<file path="config.mk">
export PLATFORM = sky130hd
export DESIGN_NAME = m6809_uart_tx_flat
export DESIGN_NICKNAME = d
export VERILOG_FILES = /design/src/rtl/m6809_uart_tx_if.sv /design/src/rtl/m6809_uart_tx.sv /design/src/flat_wrapper.sv
export SDC_FILE = /design/constraint.sdc
export NUM_CORES = 1
export LEC_CHECK = 0
export CAP_MARGIN = 10
export CORE_MARGIN = 8
export CORE_UTILIZATION = 65
export CTS_CLUSTER_DIAMETER = 120
export DETAILED_ROUTE_END_ITERATION = 12
export PLACE_DENSITY_LB_ADDON = 0.15
export SYNTH_ARGS = -nofsm -noshare
export SYNTH_HDL_FRONTEND = slang
export SYNTH_SLANG_ARGS = --single-unit
export TNS_END_PERCENT = 10
</file>
<file path="constraint.sdc">
create_clock -name clk -period 8.3 [get_ports clk]
set_input_delay 1.245 -clock clk [delete_from_list [all_inputs] [get_ports clk]]
set_output_delay 1.245 -clock clk [all_outputs]
set_load 0.01 [all_outputs]
</file>
<file path="src/rtl/m6809_uart_tx_if.sv">
// rtl/m6809_uart_tx_if.sv - CPU register bus between the 6809 core decode and the UART transmitter
interface m6809_uart_tx_if;
    logic       sel;
    logic [1:0] a;
    logic [7:0] din;
    logic       data_rw_n;
    logic [7:0] dout;

    modport master (output sel, output a, output din, output data_rw_n, input dout);
    modport slave  (input sel, input a, input din, input data_rw_n, output dout);
endinterface

</file>
<file path="src/rtl/m6809_uart_tx.sv">
// rtl/m6809_uart_tx.sv - 8N1 UART transmitter with FIFO and register map; optional irq_b via M6809_UART_TX_IRQ_EN
module m6809_uart_tx #(
    parameter int          FIFO_DEPTH     = 8,
    parameter logic [15:0] BAUD_DIV_RESET = 16'd434
) (
    input  logic              clk,
    input  logic              reset,
    m6809_uart_tx_if.slave    bus,
    output logic              txd,
`ifdef M6809_UART_TX_IRQ_EN
    output logic              irq_b,
`endif
    output logic              busy
);
    localparam int AW = $clog2(FIFO_DEPTH);

    typedef enum logic [1:0] {IDLE, START, DATA, STOP} state_t;

    state_t        state, state_n;
    logic [7:0]    mem [FIFO_DEPTH];
    logic [AW-1:0] wr_ptr, rd_ptr;
    logic [AW:0]   count;
    logic [15:0]   div, div_eff, reload, cnt, cnt_n;
    logic [2:0]    idx, idx_n;
    logic [7:0]    sh, sh_n;
    logic          txd_n, pop, push, push_req, wr, fifo_empty, fifo_full;
    logic          overflow, irq_en;

    assign wr         = bus.sel & ~bus.data_rw_n;
    assign push_req   = wr & (bus.a == 2'd0);
    assign fifo_empty = (count == '0);
    assign fifo_full  = (count == (AW+1)'(FIFO_DEPTH));
    // A full FIFO still accepts a write when the head is leaving on the same edge.
    assign push       = push_req & (~fifo_full | pop);
    // Divisor is sampled only at counter reloads so a bit never changes length mid-way.
    assign div_eff    = (div == 16'd0) ? 16'd1 : div;
    assign reload     = div_eff - 16'd1;
    assign busy       = (state != IDLE) | ~fifo_empty;

    // Frame sequencing: next state, bit timing, shift register and next txd level.
    always_comb begin
        state_n = state;
        cnt_n   = cnt;
        idx_n   = idx;
        sh_n    = sh;
        txd_n   = txd;
        pop     = 1'b0;
        case (state)
            IDLE: begin
                if (!fifo_empty) begin
                    pop     = 1'b1;
                    sh_n    = mem[rd_ptr];
                    cnt_n   = reload;
                    state_n = START;
                    txd_n   = 1'b0;
                end
            end
            START: begin
                if (cnt == 16'd0) begin
                    state_n = DATA;
                    txd_n   = sh[0];
                    sh_n    = {1'b0, sh[7:1]};
                    idx_n   = 3'd0;
                    cnt_n   = reload;
                end else begin
                    cnt_n = cnt - 16'd1;
                end
            end
            DATA: begin
                if (cnt == 16'd0) begin
                    cnt_n = reload;
                    if (idx == 3'd7) begin
                        state_n = STOP;
                        txd_n   = 1'b1;
                    end else begin
                        idx_n = idx + 3'd1;
                        txd_n = sh[0];
                        sh_n  = {1'b0, sh[7:1]};
                    end
                end else begin
                    cnt_n = cnt - 16'd1;
                end
            end
            STOP: begin
                if (cnt == 16'd0) begin
                    // Chain straight into the next start bit when more data is queued.
                    if (!fifo_empty) begin
                        pop     = 1'b1;
                        sh_n    = mem[rd_ptr];
                        cnt_n   = reload;
                        state_n = START;
                        txd_n   = 1'b0;
                    end else begin
                        state_n = IDLE;
                    end
                end else begin
                    cnt_n = cnt - 16'd1;
                end
            end
            default: state_n = IDLE;
        endcase
    end

    // Frame state registers; reset aborts any frame and forces the line idle.
    always_ff @(posedge clk) begin
        if (reset) begin
            state <= IDLE;
            cnt   <= 16'd0;
            idx   <= 3'd0;
            sh    <= 8'd0;
            txd   <= 1'b1;
        end else begin
            state <= state_n;
            cnt   <= cnt_n;
            idx   <= idx_n;
            sh    <= sh_n;
            txd   <= txd_n;
        end
    end

    // FIFO storage; contents are don't-care while count is zero.
    always_ff @(posedge clk) begin
        if (push) begin
            mem[wr_ptr] <= bus.din;
        end
    end

    // FIFO pointers and occupancy.
    always_ff @(posedge clk) begin
        if (reset) begin
            wr_ptr <= '0;
            rd_ptr <= '0;
            count  <= '0;
        end else begin
            if (push) wr_ptr <= wr_ptr + 1'b1;
            if (pop)  rd_ptr <= rd_ptr + 1'b1;
            case ({push, pop})
                2'b10:   count <= count + 1'b1;
                2'b01:   count <= count - 1'b1;
                default: count <= count;
            endcase
        end
    end

    // Writable registers: divisor, sticky overflow, irq enable.
    always_ff @(posedge clk) begin
        if (reset) begin
            div      <= BAUD_DIV_RESET;
            overflow <= 1'b0;
            irq_en   <= 1'b0;
        end else begin
            if (push_req && fifo_full && !pop) begin
                overflow <= 1'b1;
            end else if (wr && bus.a == 2'd1 && bus.din[3]) begin
                overflow <= 1'b0;
            end
            if (wr && bus.a == 2'd2) div[7:0]  <= bus.din;
            if (wr && bus.a == 2'd3) div[15:8] <= bus.din;
`ifdef M6809_UART_TX_IRQ_EN
            if (wr && bus.a == 2'd1) irq_en <= bus.din[7];
`endif
        end
    end

`ifdef M6809_UART_TX_IRQ_EN
    // Level interrupt: asserted while enabled and the transmitter has fully drained.
    always_ff @(posedge clk) begin
        if (reset) begin
            irq_b <= 1'b1;
        end else begin
            irq_b <= ~(irq_en & fifo_empty & (state == IDLE));
        end
    end
`endif

    // Read mux; reads have no side effects.
    always_comb begin
        bus.dout = 8'h00;
        case (bus.a)
            2'd1:    bus.dout = {irq_en, 3'b000, overflow, fifo_empty, fifo_full, state != IDLE};
            2'd2:    bus.dout = div[7:0];
            2'd3:    bus.dout = div[15:8];
            default: bus.dout = 8'h00;
        endcase
    end
endmodule
</file>
<file path="src/flat_wrapper.sv">
// flat-port wrapper written by rule: the top's interface ports become plain ports
module m6809_uart_tx_flat 
#(
    parameter int          FIFO_DEPTH     = 8,
    parameter logic [15:0] BAUD_DIV_RESET = 16'd434
)
  (clk, reset, txd, busy, bus_sel, bus_a, bus_din, bus_data_rw_n, bus_dout);
  m6809_uart_tx_if bus_i ();
  input  logic clk;
  input  logic reset;
  output logic txd;
  output logic busy;
  input wire logic [$bits(bus_i.sel)-1:0] bus_sel;
  input wire logic [$bits(bus_i.a)-1:0] bus_a;
  input wire logic [$bits(bus_i.din)-1:0] bus_din;
  input wire logic [$bits(bus_i.data_rw_n)-1:0] bus_data_rw_n;
  output wire logic [$bits(bus_i.dout)-1:0] bus_dout;
  assign bus_i.sel = bus_sel;
  assign bus_i.a = bus_a;
  assign bus_i.din = bus_din;
  assign bus_i.data_rw_n = bus_data_rw_n;
  assign bus_dout = bus_i.dout;
  m6809_uart_tx #(.FIFO_DEPTH(FIFO_DEPTH), .BAUD_DIV_RESET(BAUD_DIV_RESET)) u_core (.clk(clk), .reset(reset), .bus(bus_i), .txd(txd), .busy(busy));
endmodule
</file>
==> results of run 1 <==
## metal layers
metal / global-route usage / vias up / wire [um]
li1: - / 2239 / -
met1: 0.324 / 2368 / 6280
met2: 0.367 / 274 / 6910
met3: 0.0765 / 39 / 1580
met4: 0.112 / 0 / 467
met5: 0 / - / 0
## report_power, final
| group | internal [uW] | leakage (uW) | switching, uW | total (uW) |
|---|---|---|---|---|
| logic | 357 | 0.00111 | 536 | 893 |
| registers | 713 | 0.00107 | 87.7 | 800 |
| clock network | 398 | 0.000262 | 273 | 672 |
| total | 1470 | 0.00243 | 897 | 2360 |
## placed cells by master, fill, tap and decap left out, types with 8 or more instances in the layout
cell,n
nor3_1,16
dfxtp_1,60
a21oi_1,31
edfxtp_1,64
xnor2_1,15
mux2i_1,24
ha_1,13
xor2_1,8
clkdlybuf4s50_1,22
inv_1,15
nand3_1,15
nand2_1,60
o21ai_0,22
o2bb2ai_1,8
nor2_1,64
mux4_2,16
nor2b_1,10
clkbuf_16,16
## area by class of cell
type                            instances  area share
Clock buffer                           19      0.0595
Inverter                               15     0.00795
Sequential cell                       124       0.441
Tap cell                              133      0.0235
Clock inverter                         13      0.0164
Multi-Input combinational cell        422       0.416
Timing Repair Buffer                   27      0.0360
## through the flow
step	hold slack [ns]	cells	power, uW
floorplan	0.426	596	1460
global placement	0.446	720	1630
detailed placement	0.452	720	1670
CTS	0.468	752	2350
global route	0.483	753	2490
finish	0.463	753	2360
## final timing paths
path | from | end | slack (ns) | depth (start not counted)
worst max-delay path | bus_a[0] | bus_dout[1] | 3.81 | 5
worst min-delay path | u_core.sh[5]$_SDFFE_PP0P_ | u_core.sh[5]$_SDFFE_PP0P_ | 0.46 | 1
worst max register to register | u_core.state[1]$_SDFFE_PP0P_ | u_core.count[3]$_SDFFE_PP0P_ | 4.37 | 13
worst min register to register | u_core.sh[5]$_SDFFE_PP0P_ | u_core.sh[5]$_SDFFE_PP0P_ | 0.46 | 1
## cells by family (layout without fill, tap and decap cells)
| group | Yosys count | count (layout) | synth area share |
|---|---|---|---|
| compound gates | 127 | 127 | 0.138 |
| xor+xnor | 23 | 23 | 0.0322 |
| fa+ha+maj | 14 | 14 | 0.0292 |
| buf+inv | 50 | 74 | 0.0318 |
| flops | 124 | 124 | 0.499 |
| mux | 44 | 44 | 0.103 |
| simple gates | 214 | 214 | 0.167 |
## flip-flops by register name (all words and copies together) (netlist names), named ones only
signal	count
u_core.cnt	16
u_core.count	4
u_core.div	16
u_core.idx	3
u_core.mem	64
u_core.overflow	1
u_core.rd_ptr	3
u_core.sh	8
u_core.state	2
u_core.txd	1
u_core.wr_ptr	3
==> summary.txt, run 1 <==
STA
  – Clk_skew: 0.00714 ns
  – Setup TNS: 0 ns
  – Worst slew pin tran: 1.09 ns
  – Fin. Hold Viols: 0
  – Slew margin rel.: 0.270
  – Final period util: 0.541
  – Final setup violation count: 0
  – Fin. max-slew vios: 0
  – Fmax: 223 MHz
  – Min Tclk post-route: roughly 4.5 ns
  – RSZ-0062 raised after global routing: no
  – Post-route setup slack: 3.81 ns

Die
  – Starting Density: 0.656
  – Rows: 36
  – # IOs: 24
  – Die area: 0.0130 sq mm
  – Core area: 0.00955 sq mm
  – Die Span X: 114 um
  – Die H: 114 um

Clock tree
  – H-tree Lvls: 4
  – Postcts setup bufs: 0
  – Num CTS Buffers: 17
  – CTS max path bufs: 2
  – Root Driver: clkbuf_8
  – Clock transition at path regs: 0.06 ns
  – Num Clock Sinks: 124
  – # hold bufs at CTS: 0
  – TritonCTS clock tree: done
  – Clock latency on the worst-skew pair: 0.52 ns
  – Post-CTS resize count: 0

Global routing
  – Vias in the first global route: 4631
  – Grt ovf: 0
  – Largest net degree at the start of global routing: 55
  – Initial antenna violation count: 0
  – All-Layer GR Usage: 0.247
  – First-pass GRT wire length: 24500 um

Final layout
  – Fin area: 0.00708 sq mm
  – Net count, final: roughly 640
  – Fill count: 677
  – ANT cells: 0
  – Multi-input gate area: about 0.0029 sq mm
  – Util after Layout: 0.742
  – Layout cells sized above 1: 0.108
  – Layout area overhead: 13.2%
  – Storage element area: 0.00312 sq mm

Synthesis
  – Top-area cell type share of the netlist area: 0.307
  – Post-synth EDFFs: 64
  – Gate Count Post-Synth: slightly below 600
  – Synthesized area: 0.00626 sq mm
  – Seq cells post-synth: 124
  – Synth warn: 0
  – Sequential share of the synthesized area: 0.499
  – Count of cell types in the netlist: 69
  – Synth Flop Type: edfxtp_1
  – Mean area per synthesized cell: 10.5 sq um
  – Synth async-reset ratio: 0
  – Synthesized net count: around 620
  – Commonest cells post-synth: edfxtp_1 (64), nor2_1 (64), dfxtp_1 (60), nand2_1 (60), a21oi_1 (31)
  – Largest area contributor in the netlist: edfxtp_1
  – Synth top area cells: edfxtp_1 (31%), dfxtp_1 (19%), mux4_2 (5.8%)

Setup path
  – Worst Setup End Kind: output pin
  – WP buf/inv: 3
  – Worst Path Max Fanout: 14
  – Critical Path Slowest Stage Cell: clkdlybuf4s50_1
  – Crit path required time: 7.05 ns
  – CP most frequent cell: clkdlybuf4s50_1
  – Cell class contributing the biggest share of worst-path delay: buffers and inverters
  – Setup crit start kind: input pin
  – Cells along the critical path: clkdlybuf4s50_1 -> nor2b_1 -> inv_1 -> o21ai_0 -> clkdlybuf4s50_1
  – WS Path Type: in -> out
  – Crit path arrival time: 3.24 ns
  – Slowest stage delay, CP: 0.82 ns

Routing
  – Iter 0 DRT Violations: 607
  – Total Wirelength: between 15000 and 20000 um
  – Vias: 4920
  – Drt via density: 6.53
  – Remaining DRCs: 0
  – Post-DR wirelength/cell: 20.2 um
  – DRT Pass-1 Iters: 6
  – DRT antenna net count: 0

Placement
  – Worst slack, placed: ~3.8 ns
  – Routability cong.: 0.851
  – Port bufs: 23
  – Dpl hpwl: 9830 um
  – Placed cell areas: 0.00654 sq mm

Job
  – Maxcap violations: 0

Pwr
  – Power Density: between 300 and 400 mW/mm^2
  – Leak: between 0.002 and 0.0025 uW
  – Peak supply drop: 0.316 mV

Outcome
  – Status: complete, no violations

Worst hold path
  – Worst hold path class: reg -> reg
No activity file was read; power rests on OpenSTA's default activity.
==> inputs of run 2 (changes only) <==
CORE_UTILIZATION = 61   (was 65)
clock period = 4.3 ns   (was 8.3 ns; I/O delays follow)
==> summary.txt, run 2 (synthesized netlist as in run 1, its figures left out) <==
Final layout
  – Largest Register: u_core.mem
  – Storage element area: 0.00312 sq mm (unchanged)
  – Max reg flops: 64 (unchanged)
  – Fill count: 723 (+6.8%)
  – Layout cells sized above 1: 0.115 (+0.00714)
  – Multi-input gate area: 0.00294 sq mm (unchanged)
  – Net count, final: 640 (+0.79%)
  – Most frequent cells in the layout: nor2_1 (64), edfxtp_1 (64), nand2_1 (60), dfxtp_1 (60), a21oi_1 (31)
  – ANT cells: 0 (unchanged)
  – Top Registers: u_core.mem (64), u_core.cnt (16), u_core.div (16)
  – Layout area overhead: 14.6%

Routing
  – Total Wirelength: 15000 um (-1.8%)
  – Post-DR wirelength/cell: 19.7 um (-2.8%)
  – Iter 0 DRT Violations: 556 (-8.4%)
  – Vias: 4801 (-2.4%)
  – DRT Pass-1 Iters: 5 (-1)
  – Drt via density: 6.31 (-3.4%)
  – Remaining DRCs: 0 (unchanged)
  – DRT antenna net count: 0 (unchanged)

Global routing
  – Initial antenna violation count: 0 (unchanged)
  – Largest net degree at the start of global routing: 42 (-24%)
  – All-Layer GR Usage: 0.222 (-0.0249)
  – First-pass GRT wire length: 24500 um (-0.14%)
  – Grt ovf: 0 (unchanged)
  – Vias in the first global route: 4694 (+1.4%)

Die
  – Starting Density: 0.617 (-0.0381)
  – Die H: 117 um (+2.8%)
  – Core area: 0.0101 sq mm (+6.2%)
  – Die area: 0.0138 sq mm (+5.6%)
  – Rows: 37 (+2.8%)
  – # IOs: 24 (unchanged)
  – Die Span X: 117 um (+2.8%)

Clock tree
  – Post-CTS resize count: 0 (unchanged)
  – Clock latency on the worst-skew pair: 0.52 ns (about the same)
  – Num CTS Buffers: 17 (unchanged)
  – H-tree Lvls: 4 (unchanged)
  – TritonCTS clock tree: done
  – Num Clock Sinks: 124 (unchanged)
  – Postcts setup bufs: 0 (unchanged)
  – Clock transition at path regs: 0.06 ns (about the same)
  – CTS max path bufs: 2 (unchanged)
  – Root Driver: clkbuf_8
  – # hold bufs at CTS: 0 (unchanged)

Setup path
  – Crit path required time: 4.70 ns (-2.35 ns)
  – Cell class contributing the biggest share of worst-path delay: simple AND/OR/NAND/NOR gates
  – Worst Path Max Fanout: 7 (-7)
  – R2R depth: 9 (-4)
  – Critical Path Slowest Stage Cell: nor4_1
  – WS Path Type: reg -> reg
  – Slowest stage delay, CP: 0.94 ns (+0.12 ns)
  – R2r startpoint: u_core.div[8]$_SDFFE_PP1P_
  – Setup crit start kind: flop
  – Crit path arrival time: 3.88 ns (+0.64 ns)
  – WP depth: 9 (+4)
  – Reg-to-reg slack, setup: 0.81 ns (-3.56 ns)
  – WP buf/inv: 0 (-3)
  – CP Capture Point: u_core.cnt[4]$_SDFF_PP0_
  – Worst Setup End Kind: flop
  – Cells along the critical path: nor4_1 -> a41oi_1 -> ha_1 -> nor3b_1 -> xnor2_1 -> nand2_1 -> o21ai_0 -> a221o_1 -> o32ai_1
  – Worst r2r dst: u_core.cnt[4]$_SDFF_PP0_
  – Crit path launch: u_core.div[8]$_SDFFE_PP1P_

STA
  – Final setup violation count: 0 (unchanged)
  – Fin. Hold Viols: 0 (unchanged)
  – Fin. max-slew vios: 0 (unchanged)
  – Fmax: between 200 and 300 MHz
  – Worst slew pin tran: 1.09 ns (+0.000602 ns)
  – RSZ-0062 raised after global routing: no
  – Clk_skew: 0.00920 ns (+0.00206 ns)
  – Slew margin rel.: 0.269 (-0.000402)
  – Final period util: 0.811
  – Setup TNS: 0 ns (unchanged)
  – Min Tclk post-route: 3.49 ns
  – Hold_ws: 0.462 ns (-0.00170 ns)

Placement
  – Routability cong.: 0.871 (+2.3%)
  – Dpl hpwl: 10100 um (+2.7%)
  – Port bufs: 23 (unchanged)

Worst hold path
  – Worst hold path class: reg -> reg

Outcome
  – Status: complete, no violations

Job
  – Maxcap violations: 0 (unchanged)

Pwr
  – Peak supply drop: 0.447 mV (+41%)
  – Pwr Total: 4670 uW (+97%)
  – Leak: 0.00248 uW (+2.0%)
  – Power Density: 651 mW/mm^2 (+95%)
-- run 2: cell count changes in the layout (fill, tap and decap cells not counted) --
cell / before / now
buf_4: 4 / 9
bufinv_16: 1 / 3
clkinv_2: 2 / 1
clkinv_4: 3 / 2
inv_6: 4 / 3
inv_8: 0 / 1
-- run 2: worst min-delay path, cell delays in order, from the launching register on --
cell     delay, ns
dfxtp_1       0.31
nand2_1       0.05
a21oi_1       0.05
-- run 2: cell type report --
type                       instances  share of cell area
sequential                       124               0.435
multi-input combinational        422               0.410
clock buffer                      19              0.0588
timing repair buffer              32              0.0408
tap                              136              0.0237
clock inverter                    13              0.0230
inverter                          15             0.00785
-- run 2: metrics by stage --
step | instance area (sq um) | setup slack, ns | util | instances
6_report | 7170 | 0.813 | 0.708 | 761
5_1_grt | 7170 | 0.633 | 0.708 | 761
4_1_cts | 7170 | 0.930 | 0.708 | 761
3_5_place_dp | 6590 | 1.04 | 0.650 | 729
3_3_place_gp | 6590 | 1.13 | 0.650 | 729
2_1_floorplan | 6260 | 1.22 | - | 596
-- run 2: how the worst min path moves through the flow --
| stage | start | endpoint | slack [ns] | cells past startpoint |
|---|---|---|---|---|
| 2_1_floorplan | u_core.sh[0]$_SDFFE_PP0P_ | u_core.sh[0]$_SDFFE_PP0P_ | 0.43 | 1 |
| 3_3_place_gp | u_core.sh[7]$_SDFFE_PP0P_ | u_core.sh[7]$_SDFFE_PP0P_ | 0.44 | 2 |
| 3_5_place_dp | u_core.sh[2]$_SDFFE_PP0P_ | u_core.sh[2]$_SDFFE_PP0P_ | 0.45 | 1 |
| 4_1_cts | u_core.sh[7]$_SDFFE_PP0P_ | u_core.sh[7]$_SDFFE_PP0P_ | 0.47 | 2 |
| 5_1_grt | u_core.sh[6]$_SDFFE_PP0P_ | u_core.sh[6]$_SDFFE_PP0P_ | 0.49 | 1 |
| 6_report | u_core.sh[7]$_SDFFE_PP0P_ | u_core.sh[7]$_SDFFE_PP0P_ | 0.46 | 2 |
-- run 2: power breakdown --
part	switching, uW	internal [uW]	total [uW]	leakage (uW)
sequential	172	1370	1550	0.00107
clock	542	889	1430	0.000284
combinational	999	694	1690	0.00113
-- run 2: per-layer routing --
layer / share of wire / GRT usage
met1: 0.43 / 0.285
met2: 0.48 / 0.355
met3: 0.078 / 0.0643
met4: 0.017 / 0.0673
met5: 0 / 0
==> inputs of run 3 (changes only) <==
CORE_UTILIZATION = 55   (was 61)
clock period = 3.2 ns   (was 4.3 ns; I/O delays follow)
==> summary.txt, run 3 (synthesized netlist as in run 1, its figures left out) <==
STA
  – Worst slew pin tran: 0.803 ns (-0.291 ns)
  – Fmax: approximately 340 MHz
  – Fin. max-slew vios: 0 (unchanged)
  – Slew margin rel.: 0.464 (+0.194)
  – Fin. Hold Viols: 0 (unchanged)
  – Clk_skew: 0.00936 ns (+0.000151 ns)
  – Post-route setup slack: 0.243 ns (-0.570 ns)
  – Setup TNS: 0 ns (unchanged)
  – Final period util: 0.924
  – RSZ-0062 raised after global routing: no
  – Hold_ws: 0.455 ns (-0.00677 ns)
  – Min Tclk post-route: between 2 and 3 ns
  – Final setup violation count: 0 (unchanged)

Worst hold path
  – Hold_sp: u_core.sh[7]$_SDFFE_PP0P_
  – Worst hold path class: reg -> reg

Clock tree
  – H-tree Lvls: 4 (unchanged)
  – Postcts setup bufs: 0 (unchanged)
  – TritonCTS clock tree: done
  – Num Clock Sinks: 124 (unchanged)
  – Clock latency on the worst-skew pair: 0.42 ns (-0.10 ns)
  – Num CTS Buffers: 17 (unchanged)
  – Root Driver: clkbuf_16
  – # hold bufs at CTS: 0 (unchanged)
  – Clock transition at path regs: 0.06 ns (about the same)
  – Post-CTS resize count: 0 (unchanged)
  – CTS max path bufs: 2 (unchanged)

Pwr
  – Power Density: 881 mW/mm^2 (+35%)
  – Peak supply drop: 0.642 mV (+43%)
  – Logic gate share of total power: 0.383 (+0.021)
  – Leak: 0.00261 uW (+5.1%)
  – Sw Ratio: 0.366 (about the same)
  – Net Sw Power: 2380 uW (+39%)
  – Sequential share of power: 0.314 (-0.017)
  – Internal power: 4110 uW (+39%)
  – Clock network fraction of total power: 0.303 (-0.003)

Setup path
  – Worst Path Max Fanout: 18 (+11)
  – Crit path required time: 2.72 ns (-1.98 ns)
  – Setup crit start kind: flop
  – WS Path Type: reg -> out
  – Cells along the critical path: or4_1 -> buf_4 -> o21ai_0 -> clkdlybuf4s50_1
  – Critical Path Slowest Stage Cell: or4_1
  – Crit path launch: u_core.count[3]$_SDFFE_PP0P_
  – R2r startpoint: u_core.cnt[0]$_SDFF_PP0_
  – Slowest stage delay, CP: 0.62 ns (-0.32 ns)
  – Worst Setup End Kind: output pin
  – Crit path arrival time: 2.48 ns (-1.40 ns)

Placement
  – Dpl hpwl: 10700 um (+5.8%)
  – Worst slack, placed: 0.328 ns (-0.709 ns)
  – Port bufs: 23 (unchanged)
  – Routability cong.: 0.885 (+1.7%)
  – Dpl cells: 759 (+4.1%)

Die
  – Starting Density: 0.555 (-0.0621)
  – Rows: 39 (+5.4%)
  – Core area: 0.0113 sq mm (+11%)
  – Die area: 0.0151 sq mm (+9.4%)
  – # IOs: 24 (unchanged)
  – Die Span X: 123 um (+4.6%)
  – Die H: 123 um (+4.6%)

Final layout
  – Top Registers: u_core.mem (64), u_core.cnt (16), u_core.div (16)
  – Net count, final: 663 (+3.6%)
  – Layout Cells excl Fill: 791 (+3.9%)
  – Layout area overhead: 17.8%
  – Max reg flops: 64 (unchanged)
  – Largest Register: u_core.mem
  – Layout cells sized above 1: 0.150 (+0.0345)
  – Most frequent cells in the layout: nor2_1 (64), edfxtp_1 (64), nand2_1 (60), dfxtp_1 (60), buf_4 (32)
  – ANT cells: 0 (unchanged)

Outcome
  – Status: complete, no violations

Global routing
  – Grt ovf: 0 (unchanged)
  – Largest net degree at the start of global routing: 46 (+9.5%)
  – Vias in the first global route: 4753 (+1.3%)
  – First-pass GRT wire length: 24400 um (-0.25%)
  – All-Layer GR Usage: 0.213 (-0.00924)
  – Initial antenna violation count: 0 (unchanged)

Routing
  – Vias: 4874 (+1.5%)
  – DRT Pass-1 Iters: 5 (unchanged)
  – Remaining DRCs: 0 (unchanged)
  – Total Wirelength: 15400 um (+3.2%)
  – Iter 0 DRT Violations: 465 (-16%)
  – Drt via density: 6.16 (-2.3%)
  – DRT antenna net count: 0 (unchanged)
  – Post-DR wirelength/cell: 19.5 um (-0.75%)

Job
  – Maxcap violations: 0 (unchanged)
run 3: changes by cell type in the layout (fill, tap and decap cells not counted):
| cell | previous run | this run |
|---|---|---|
| inv_6 | 3 | 4 |
| clkinv_2 | 1 | 2 |
| clkinvlp_4 | 1 | 2 |
| clkinv_1 | 2 | 0 |
| clkbuf_16 | 16 | 17 |
| buf_4 | 9 | 32 |
| inv_8 | 1 | 0 |
| clkinv_4 | 2 | 1 |
run 3: final timing paths:
check / endpoint / slack [ns] / depth (start not counted)
setup reg to reg: u_core.count[3]$_SDFFE_PP0P_ / 0.27 / 13
setup / recovery: bus_dout[2] / 0.24 / 4
hold / removal: u_core.sh[7]$_SDFFE_PP0P_ / 0.45 / 2
hold reg to reg: u_core.sh[7]$_SDFFE_PP0P_ / 0.45 / 2
run 3: final cells by class:
cell class | count | area, sq um
tap | 143 | 179
clock inverter | 12 | 159
clock buffer | 20 | 447
fill | 875 | 3900
sequential | 124 | 3120
timing repair buffer | 55 | 465
multi-input combinational | 422 | 2940
inverter | 15 | 56.3
run 3: stage by stage:
step / total power [uW] / util / instance area, sq um
final: 6490 / 0.654 / 7370
after floorplan: 3780 / - / 6260
after detailed placement: 4490 / 0.600 / 6770
after global routing: 6820 / 0.654 / 7370
after global placement: 4430 / 0.600 / 6770
after CTS: 6470 / 0.654 / 7370
run 3: power groups by stage:
stage	Sequential, uW	Combinational, uW	Clock (uW)
after floorplan	2000	1780	0
after global placement	2060	2370	0
after detailed placement	2070	2420	0
after CTS	2040	2450	1980
after global routing	2060	2700	2050
final	2040	2480	1970
run 3: worst max-delay path: cells and delay by family (launching register included):
kind | cells | cell delay (ns)
buf+inv | 2 | 0.83
compound gates | 1 | 0.24
flops | 1 | 0.36
simple gates | 1 | 0.62
run 3: routing by layer:
metal,up-vias,part of all wire,global-route usage
met2,177,0.47,0.327
met1,2388,0.44,0.281
met3,24,0.068,0.0570
met5,-,0,0
li1,2285,-,-
met4,0,0.019,0.0853
